===== src/rtl/alu_issue_ctrl.sv =====
// Controller-side sequencer for the ALU: accepts reg-to-reg instructions, issues operands
// with a one-cycle En strobe, waits the ALU latency and writes ANS/FL back.
module alu_issue_ctrl #(
  parameter int unsigned DATA_W  = 8,
  parameter int unsigned NREG    = 16,
  parameter int unsigned ALU_LAT = 1
) (
  input  logic              clk,
  input  logic              rst,
  input  logic              instr_valid,
  output logic              instr_ready,
  input  logic [15:0]       instr,
  input  logic              ext_we,
  input  logic [3:0]        ext_addr,
  input  logic [DATA_W-1:0] ext_wdata,
  input  logic [3:0]        rd_addr,
  output logic [DATA_W-1:0] rd_data,
  output logic [DATA_W-1:0] A,
  output logic [DATA_W-1:0] B,
  output logic [3:0]        opcode,
  output logic              En,
  input  logic [DATA_W-1:0] ANS,
  input  logic [3:0]        FL,
  output logic [3:0]        flags,
  output logic              done
);

  localparam int unsigned CNT_W = (ALU_LAT > 2) ? $clog2(ALU_LAT) : 1;

  typedef enum logic [1:0] {IDLE, ISSUE, WAIT, WB} state_t;

  state_t              state_q, state_d;
  logic [DATA_W-1:0]   a_q, a_d;
  logic [DATA_W-1:0]   b_q, b_d;
  logic [3:0]          opcode_q, opcode_d;
  logic                en_q, en_d;
  logic [3:0]          rd_q, rd_d;
  logic [CNT_W-1:0]    cnt_q, cnt_d;
  logic [3:0]          flags_q, flags_d;
  logic                done_q, done_d;
  logic [DATA_W-1:0]   regs_q [NREG];
  logic [DATA_W-1:0]   regs_d [NREG];

  // External preload wins over instruction acceptance
  assign instr_ready = (state_q == IDLE) && !ext_we;
  assign rd_data     = regs_q[rd_addr];
  assign A           = a_q;
  assign B           = b_q;
  assign opcode      = opcode_q;
  assign En          = en_q;
  assign flags       = flags_q;
  assign done        = done_q;

  always_comb begin
    state_d  = state_q;
    a_d      = a_q;
    b_d      = b_q;
    opcode_d = opcode_q;
    rd_d     = rd_q;
    cnt_d    = cnt_q;
    flags_d  = flags_q;
    regs_d   = regs_q;
    en_d     = 1'b0;
    done_d   = 1'b0;
    case (state_q)
      IDLE: begin
        if (ext_we) begin
          regs_d[ext_addr] = ext_wdata;
        end else if (instr_valid) begin
          a_d      = regs_q[instr[7:4]];
          b_d      = regs_q[instr[3:0]];
          opcode_d = instr[15:12];
          rd_d     = instr[11:8];
          en_d     = 1'b1;
          state_d  = ISSUE;
        end
      end
      ISSUE: begin
        if (ALU_LAT == 1) begin
          state_d = WB;
        end else begin
          cnt_d   = CNT_W'(ALU_LAT - 2);
          state_d = WAIT;
        end
      end
      WAIT: begin
        if (cnt_q == '0) state_d = WB;
        else             cnt_d   = cnt_q - CNT_W'(1);
      end
      WB: begin
        regs_d[rd_q] = ANS;
        flags_d      = FL;
        done_d       = 1'b1;
        state_d      = IDLE;
      end
      default: state_d = IDLE;
    endcase
  end

  always_ff @(posedge clk or posedge rst) begin
    if (rst) begin
      state_q  <= IDLE;
      a_q      <= '0;
      b_q      <= '0;
      opcode_q <= '0;
      en_q     <= 1'b0;
      rd_q     <= '0;
      cnt_q    <= '0;
      flags_q  <= '0;
      done_q   <= 1'b0;
      for (int unsigned i = 0; i < NREG; i++) regs_q[i] <= '0;
    end else begin
      state_q  <= state_d;
      a_q      <= a_d;
      b_q      <= b_d;
      opcode_q <= opcode_d;
      en_q     <= en_d;
      rd_q     <= rd_d;
      cnt_q    <= cnt_d;
      flags_q  <= flags_d;
      done_q   <= done_d;
      regs_q   <= regs_d;
    end
  end

endmodule


===== config.mk =====
export PLATFORM = sky130hd
export DESIGN_NAME = alu_issue_ctrl
export DESIGN_NICKNAME = d
export VERILOG_FILES = /design/src/rtl/alu_issue_ctrl.sv
export SDC_FILE = /design/constraint.sdc
export NUM_CORES = 1
export LEC_CHECK = 0
export CELL_PAD_IN_SITES_DETAIL_PLACEMENT = 0
export CELL_PAD_IN_SITES_GLOBAL_PLACEMENT = 1
export CORE_MARGIN = 10
export CORE_UTILIZATION = 40
export CTS_BUF_LIST = sky130_fd_sc_hd__clkbuf_4
export CTS_CLUSTER_DIAMETER = 150
export CTS_CLUSTER_SIZE = 16
export DETAILED_ROUTE_END_ITERATION = 8
export PLACE_DENSITY = 0.71
export SLEW_MARGIN = 20
export SYNTH_ARGS = -nofsm -noshare
export SYNTH_HDL_FRONTEND = slang
export SYNTH_SLANG_ARGS = --single-unit

===== constraint.sdc =====
create_clock -name clk -period 4.6 [get_ports clk]
set_input_delay 0.46 -clock clk [delete_from_list [all_inputs] [get_ports clk]]
set_output_delay 0.46 -clock clk [all_outputs]
set_load 0.05 [all_outputs]

==> results of run 1 <==
worst min-delay path: cells and delay by family:
kind	cells	cell delay (ns)
buf+inv	1	0.40
simple gates	2	0.10
layout by cell type (no fill, tap or decap), types with 4 or more instances in the layout:
cell	count
or4b_1	8
nand2b_1	8
clkdlybuf4s50_1	77
mux2_4	18
nor3_1	13
mux2i_1	44
clkbuf_4	17
mux2_1	112
a211o_1	13
mux4_2	100
dfrtp_1	160
nor2b_1	5
mux2_2	14
o22ai_1	128
buf_2	5
buf_4	18
nand4b_1	8
nor2_2	5
bufinv_16	4
nor2_1	15
nand2_1	41
nand4bb_1	12
logic make-up (layout without fill, tap and decap cells):
logic type	count (synthesis)	after routing
AO/OA/AOI/OAI	153	153
adder cells (fa/ha/maj)	4	4
buffers and inverters	100	138
flip-flops	160	160
multiplexers	289	289
other	0	3
AND/OR/NAND/NOR	127	127
final timing paths:
| check | to | slack [ns] | start |
|---|---|---|---|
| worst max-delay path | rd_data[3] | 1.17 | rd_addr[1] |
| worst min-delay path | opcode[0] | 0.36 | instr[12] |
| worst max register to register | regs_q[26] | 1.65 | rd_q[3] |
| worst min register to register | opcode[0] | 0.49 | opcode[0] |
| max in group asynchronous | regs_q[3] | 3.41 | rst |
| min in group asynchronous | regs_q[112] | 0.43 | rst |
through the flow:
| stage | instances | setup WS, ns | instance area [um2] | utilization | power (uW) |
|---|---|---|---|---|---|
| floorplan | 833 | 2.01 | 10700 | - | 3560 |
| global placement | 1174 | 1.21 | 11700 | 0.446 | 4330 |
| detailed placement | 1174 | 1.18 | 11700 | 0.446 | 4360 |
| CTS | 1206 | 1.18 | 12000 | 0.458 | 5330 |
| global route | 1208 | 1.10 | 12000 | 0.459 | 5560 |
| finish | 1209 | 1.17 | 12000 | 0.459 | 5350 |
state kept, by name, indices dropped and copies added (netlist names):
| signal | flops |
|---|---|
| done | 1 |
| flags | 4 |
| B | 8 |
| rd_q | 4 |
| En | 1 |
| regs_q | 128 |
| opcode | 4 |
| A | 8 |
| state_q | 2 |
layout make-up:
| cell class | count | area (um2) | area share |
|---|---|---|---|
| multi-input cells | 573 | 6270 | 0.523 |
| flip-flops and latches | 160 | 4000 | 0.334 |
| repair buffers | 101 | 951 | 0.0793 |
| well taps | 335 | 419 | 0.0350 |
| clock inverters | 15 | 191 | 0.0160 |
| clock buffers | 17 | 128 | 0.0106 |
| inverters | 5 | 22.5 | 0.00188 |
| diodes | 3 | 7.51 | 0.000626 |
power by group through the flow:
stage	logic, uW	registers, uW	clock network, uW
6_report	2270	2090	993
3_3_place_gp	2230	2090	0
3_5_place_dp	2260	2100	0
4_1_cts	2270	2070	996
2_1_floorplan	1420	2140	0
5_1_grt	2410	2110	1050
routing by layer:
layer / wire length [um] / GRT usage / part of all wire / vias to the layer above
met3: 3330 / 0.0605 / 0.090 / 71
met4: 911 / 0.0679 / 0.025 / 2
met5: 45 / 0 / 0.0012 / -
met2: 17200 / 0.340 / 0.46 / 474
met1: 15500 / 0.297 / 0.42 / 4233
li1: - / - / - / 3379
==> metrics, run 1 <==
DR WL/cell 30.6 um; net count reported at finish 910; Root Buffer clkbuf_4; CTS tree yes; slew margin rel. 0.304; crit path DAT 2.97 ns; clock power share 0.186; minimum clock period 3.43 ns; io pins 83; sw frac 0.436; Antenna Violating Nets Remaining 0; Synth Area in Simple Gates 0.0756; Post-CTS Setup Bufs 0; Final Hold Viols 0; prevailing post-synth register cell dfrtp_1; Initial Utilization 0.409; layout overhead on the synthesized area 12.3%; Hold Crit Class in2reg; Core ar. 26100 um2; post-cts sizing count 0; sw power 2330 uW; most common cell in the netlist dfrtp_1; status complete, no violations; Synth cell types 38; Post-Synth Adder-Cell Area 0.00469; post-route setup TNS 0 ns; Seq/Total Area, Yosys 0.375; Horiz. Die Dim 183 um; fin crit share 0.747; final wirelength 37000 um; Post-synth top cells dfrtp_1, o22ai_1, mux2_1; Register-to-Register Path Depth 4; Clk Latency, worst-skew pair 0.60 ns; Die ar. 33600 um2; Leak Pwr 0.00511 uW; xor-xnor portion of the synthesized cell area 0; Worst Hold Slack 0.364 ns; Yosys top cell area share 0.375; Pint 3020 uW; cell area power density 446 nW/um2; Routability Congestion 0.893; Clock transition at path regs 0.15 ns; combinational power share 0.424; Synth Area per Inst 12.8 um2; CP max stage cell clkdlybuf4s50_1; skew final 0.0234 ns; CP cell instances clkdlybuf4s50_1 -> buf_4 -> mux4_2 -> mux4_2 -> clkdlybuf4s50_1; Syn Nets 885; CP bufs+invs 3; Worst Path Max Fanout 32; RSZ-0062 raised after global routing no; number of global-route vias before repair 8416; Crit Path Class in2out; first-pass GRT wire length 56000 um; fill count 2425; post-DP HPWL 26100 um; Least-Margin Pin Slew 1.04 ns; register share of total power 0.391; Async SR Flop Fraction 1.00; area leader, netlist dfrtp_1; Die Y 183 um; Peak Freq 291 MHz; Post-Syn Instances 833; total CTS buffers 17; IO buf count 82; delay-heaviest family, CP buffers and inverters; critical path depth in cells 5; Startpoint Class primary input; setup violators final 0; vias per inst 6.75; worst hold path stage count 3; Post-CTS Hold Buffers 0; clk sinks 160; largest family of logic cells by synthesized area multiplexers; share of layout cells above drive strength 1 0.230; Seq cells post-synth 160; Slew Viols, Final 0; Clock Path Buffers 2; DR pass1 iterations 5; max_cap viols 0; top post-synthesis cells by area dfrtp_1, mux4_2, mux2_1, o22ai_1, mux2i_1; largest stage delay on the critical path 0.75 ns; initial antenna violation count 3; Max IR drop VDD 0.000357 V; GRT Overall Usage 0.221; CP Capture Type primary output; DRC marker count from the first detailed-route iteration 927; DR vias 8159; Req. time, crit path 4.14 ns; mux cell area share after synthesis 0.411; Compound-Gate Fraction of Synth Area 0.0938; grt total ovfl 0; synth warn 0; EDFF count, synth 0; htree depth 4; DRC errors left 0; Cell Rows 59; Cell Area, Synth 10700 um2; largest net degree at the start of global routing 161
No activity file was read; power rests on OpenSTA's default activity.
==> inputs of run 2 (changes only) <==
==> constraint.sdc (replaced) <==
create_clock -name clk -period 2.93 [get_ports clk]
set_input_delay 0.293 -clock clk [delete_from_list [all_inputs] [get_ports clk]]
set_output_delay 0.293 -clock clk [all_outputs]
set_load 0.05 [all_outputs]
==> metrics, run 2 (synthesis gave the netlist of run 1 again) <==
CP cell instances nand4_1 -> mux2i_1 -> nand2_1 -> mux2_1; most frequent cells in the layout dfrtp_1, o22ai_1, mux2_1; RSZ-0062 raised after global routing no; Register-to-Register Path Depth 4 (unchanged); Clock Path Buffers 2 (unchanged); slew margin rel. 0.469 (+0.165); sw power 3620 uW (+55%); fin crit share 0.936; post-DP HPWL 25900 um (-0.77%); Setup WS post-layout 0.187 ns (-0.978 ns); Pwr Total 8520 uW (+59%); delay-heaviest family, CP simple AND/OR/NAND/NOR gates; first-pass GRT wire length 54500 um (-2.8%); Antenna Violating Nets Remaining 0 (unchanged); Worst Path Max Fanout 17 (-47%); fill count 2376 (-2.0%); crit path DAT 3.22 ns (+0.25 ns); register share of total power 0.377 (-0.014); vias per inst 6.58 (-2.6%); Initial Utilization 0.409 (unchanged); Cell Rows 59 (unchanged); Post-Place Cells 1223 (+4.2%); Slew Viols, Final 0 (unchanged); cell area power density 686 nW/um2 (+54%); Horiz. Die Dim 183 um (unchanged); DR pass1 iterations 8 (+3); net count reported at finish 960 (+5.5%); R2R Path End regs_q[2]; number of global-route vias before repair 8389 (-0.32%); Crit Path Class reg2reg; Core ar. 26100 um2 (unchanged); grt total ovfl 0 (unchanged); skew final 0.0205 ns (-0.00293 ns); sw frac 0.425 (-0.0108); CP bufs+invs 0 (-3); Die Y 183 um (unchanged); R2R Path Start rd_q[3]; Worst R2R Setup Slack 0.19 ns (-1.46 ns); Routability Congestion 0.892 (-0.10%); Final Hold Viols 0 (unchanged); post-cts sizing count 0 (unchanged); Top reg by flops regs_q; max reg flops 128 (unchanged); Placement Setup Slack 0.295 ns (-0.890 ns); final wirelength 36100 um (-2.3%); Least-Margin Pin Slew 0.795 ns (-0.250 ns); setup violators final 0 (unchanged); Hold Crit Class in2reg; CP Capture Type flop; Post-CTS Setup Bufs 0 (unchanged); IO buf count 82 (unchanged); io pins 83 (unchanged); largest stage delay on the critical path 0.80 ns (+0.05 ns); Clk Latency, worst-skew pair 0.58 ns (-0.02 ns); Reg area 4000 um2 (unchanged); clk sinks 160 (unchanged); CTS tree yes; layout overhead on the synthesized area 16.3%; initial antenna violation count 3 (unchanged); share of layout cells above drive strength 1 0.280 (+0.0505); minimum clock period 2.74 ns; Critical path origin rd_q[3]; Worst Setup EP regs_q[2]; Startpoint Class flop; multi-input logic area 6270 um2 (unchanged); Die ar. 33600 um2 (unchanged); clock power share 0.183 (-0.003); htree depth 4 (unchanged); Pint 4900 uW (+62%); DR WL/cell 28.7 um (-6.2%); critical path depth in cells 4 (-1); CP max stage cell dfrtp_1; DRC errors left 0 (unchanged); Req. time, crit path 3.41 ns (-0.73 ns); DRC marker count from the first detailed-route iteration 802 (-13%); post-route setup TNS 0 ns (unchanged); DR vias 8279 (+1.5%); Max IR drop VDD 0.000494 V (+38%); largest net degree at the start of global routing 74 (-54%); fin cells 1259 (+4.1%); GRT Overall Usage 0.216 (-0.00497); Leak Pwr 0.00538 uW (+5.2%); total CTS buffers 17 (unchanged); most common cell after layout, fill and taps aside dfrtp_1; combinational power share 0.441 (+0.017); Clock transition at path regs 0.15 ns (about the same); Peak Freq 365 MHz; max_cap viols 0 (unchanged); status complete, no violations; Root Buffer clkbuf_4; Post-CTS Hold Buffers 1 (+1)
-- run 2: layout make-up --
| class | count | share of cell area |
|---|---|---|
| clock buffers | 18 | 0.0109 |
| well taps | 335 | 0.0337 |
| repair buffers | 151 | 0.111 |
| flip-flops and latches | 160 | 0.322 |
| clock inverters | 14 | 0.0150 |
| inverters | 5 | 0.00181 |
| multi-input cells | 573 | 0.504 |
| diodes | 3 | 0.000604 |
-- run 2: tightest hold or removal path, cell delays in order --
cell	delay, ns
clkdlybuf4s50_1	0.40
nand2_1	0.06
nand2_1	0.04
-- run 2: stage by stage --
| step | utilization | area, um2 | hold WS [ns] |
|---|---|---|---|
| floorplan | - | 10700 | 0.398 |
| global placement | 0.462 | 12100 | 0.457 |
| detailed placement | 0.462 | 12100 | 0.463 |
| CTS | 0.475 | 12400 | 0.197 |
| global route | 0.475 | 12400 | 0.200 |
| finish | 0.475 | 12400 | 0.221 |
-- run 2: worst min path at each step --
stage	start	endpoint	slack (ns)	cells after the start
finish	instr[10]	rd_q[2]	0.22	3
global route	instr[14]	opcode[2]	0.20	3
CTS	instr[10]	rd_q[2]	0.20	3
detailed placement	opcode[1]	opcode[1]	0.46	2
global placement	opcode[1]	opcode[1]	0.46	2
floorplan	instr[12]	opcode[0]	0.40	2
-- run 2: metal layers --
layer / GRT usage / part of all wire
met4: 0.0561 / 0.014
met1: 0.282 / 0.41
met5: 0 / 0
met3: 0.0702 / 0.12
met2: 0.339 / 0.47
-- run 2: power groups by stage --
stage	clock [uW]	combinational [uW]	sequential, uW
floorplan	0	2220	3370
global placement	0	3700	3200
detailed placement	0	3740	3220
CTS	1580	3740	3180
global route	1670	3970	3260
finish	1560	3760	3210
==> inputs of run 3 (changes only) <==
--- a/config.mk
+++ b/config.mk
@@ -13,6 +13,7 @@
 export CTS_CLUSTER_DIAMETER = 150
 export CTS_CLUSTER_SIZE = 16
 export DETAILED_ROUTE_END_ITERATION = 8
+export HOLD_SLACK_MARGIN = 0.03
 export PLACE_DENSITY = 0.71
 export SLEW_MARGIN = 20
 export SYNTH_ARGS = -nofsm -noshare
==> results of run 3 <==
The final DEF is identical to that of run 2; final timing and power are the same.
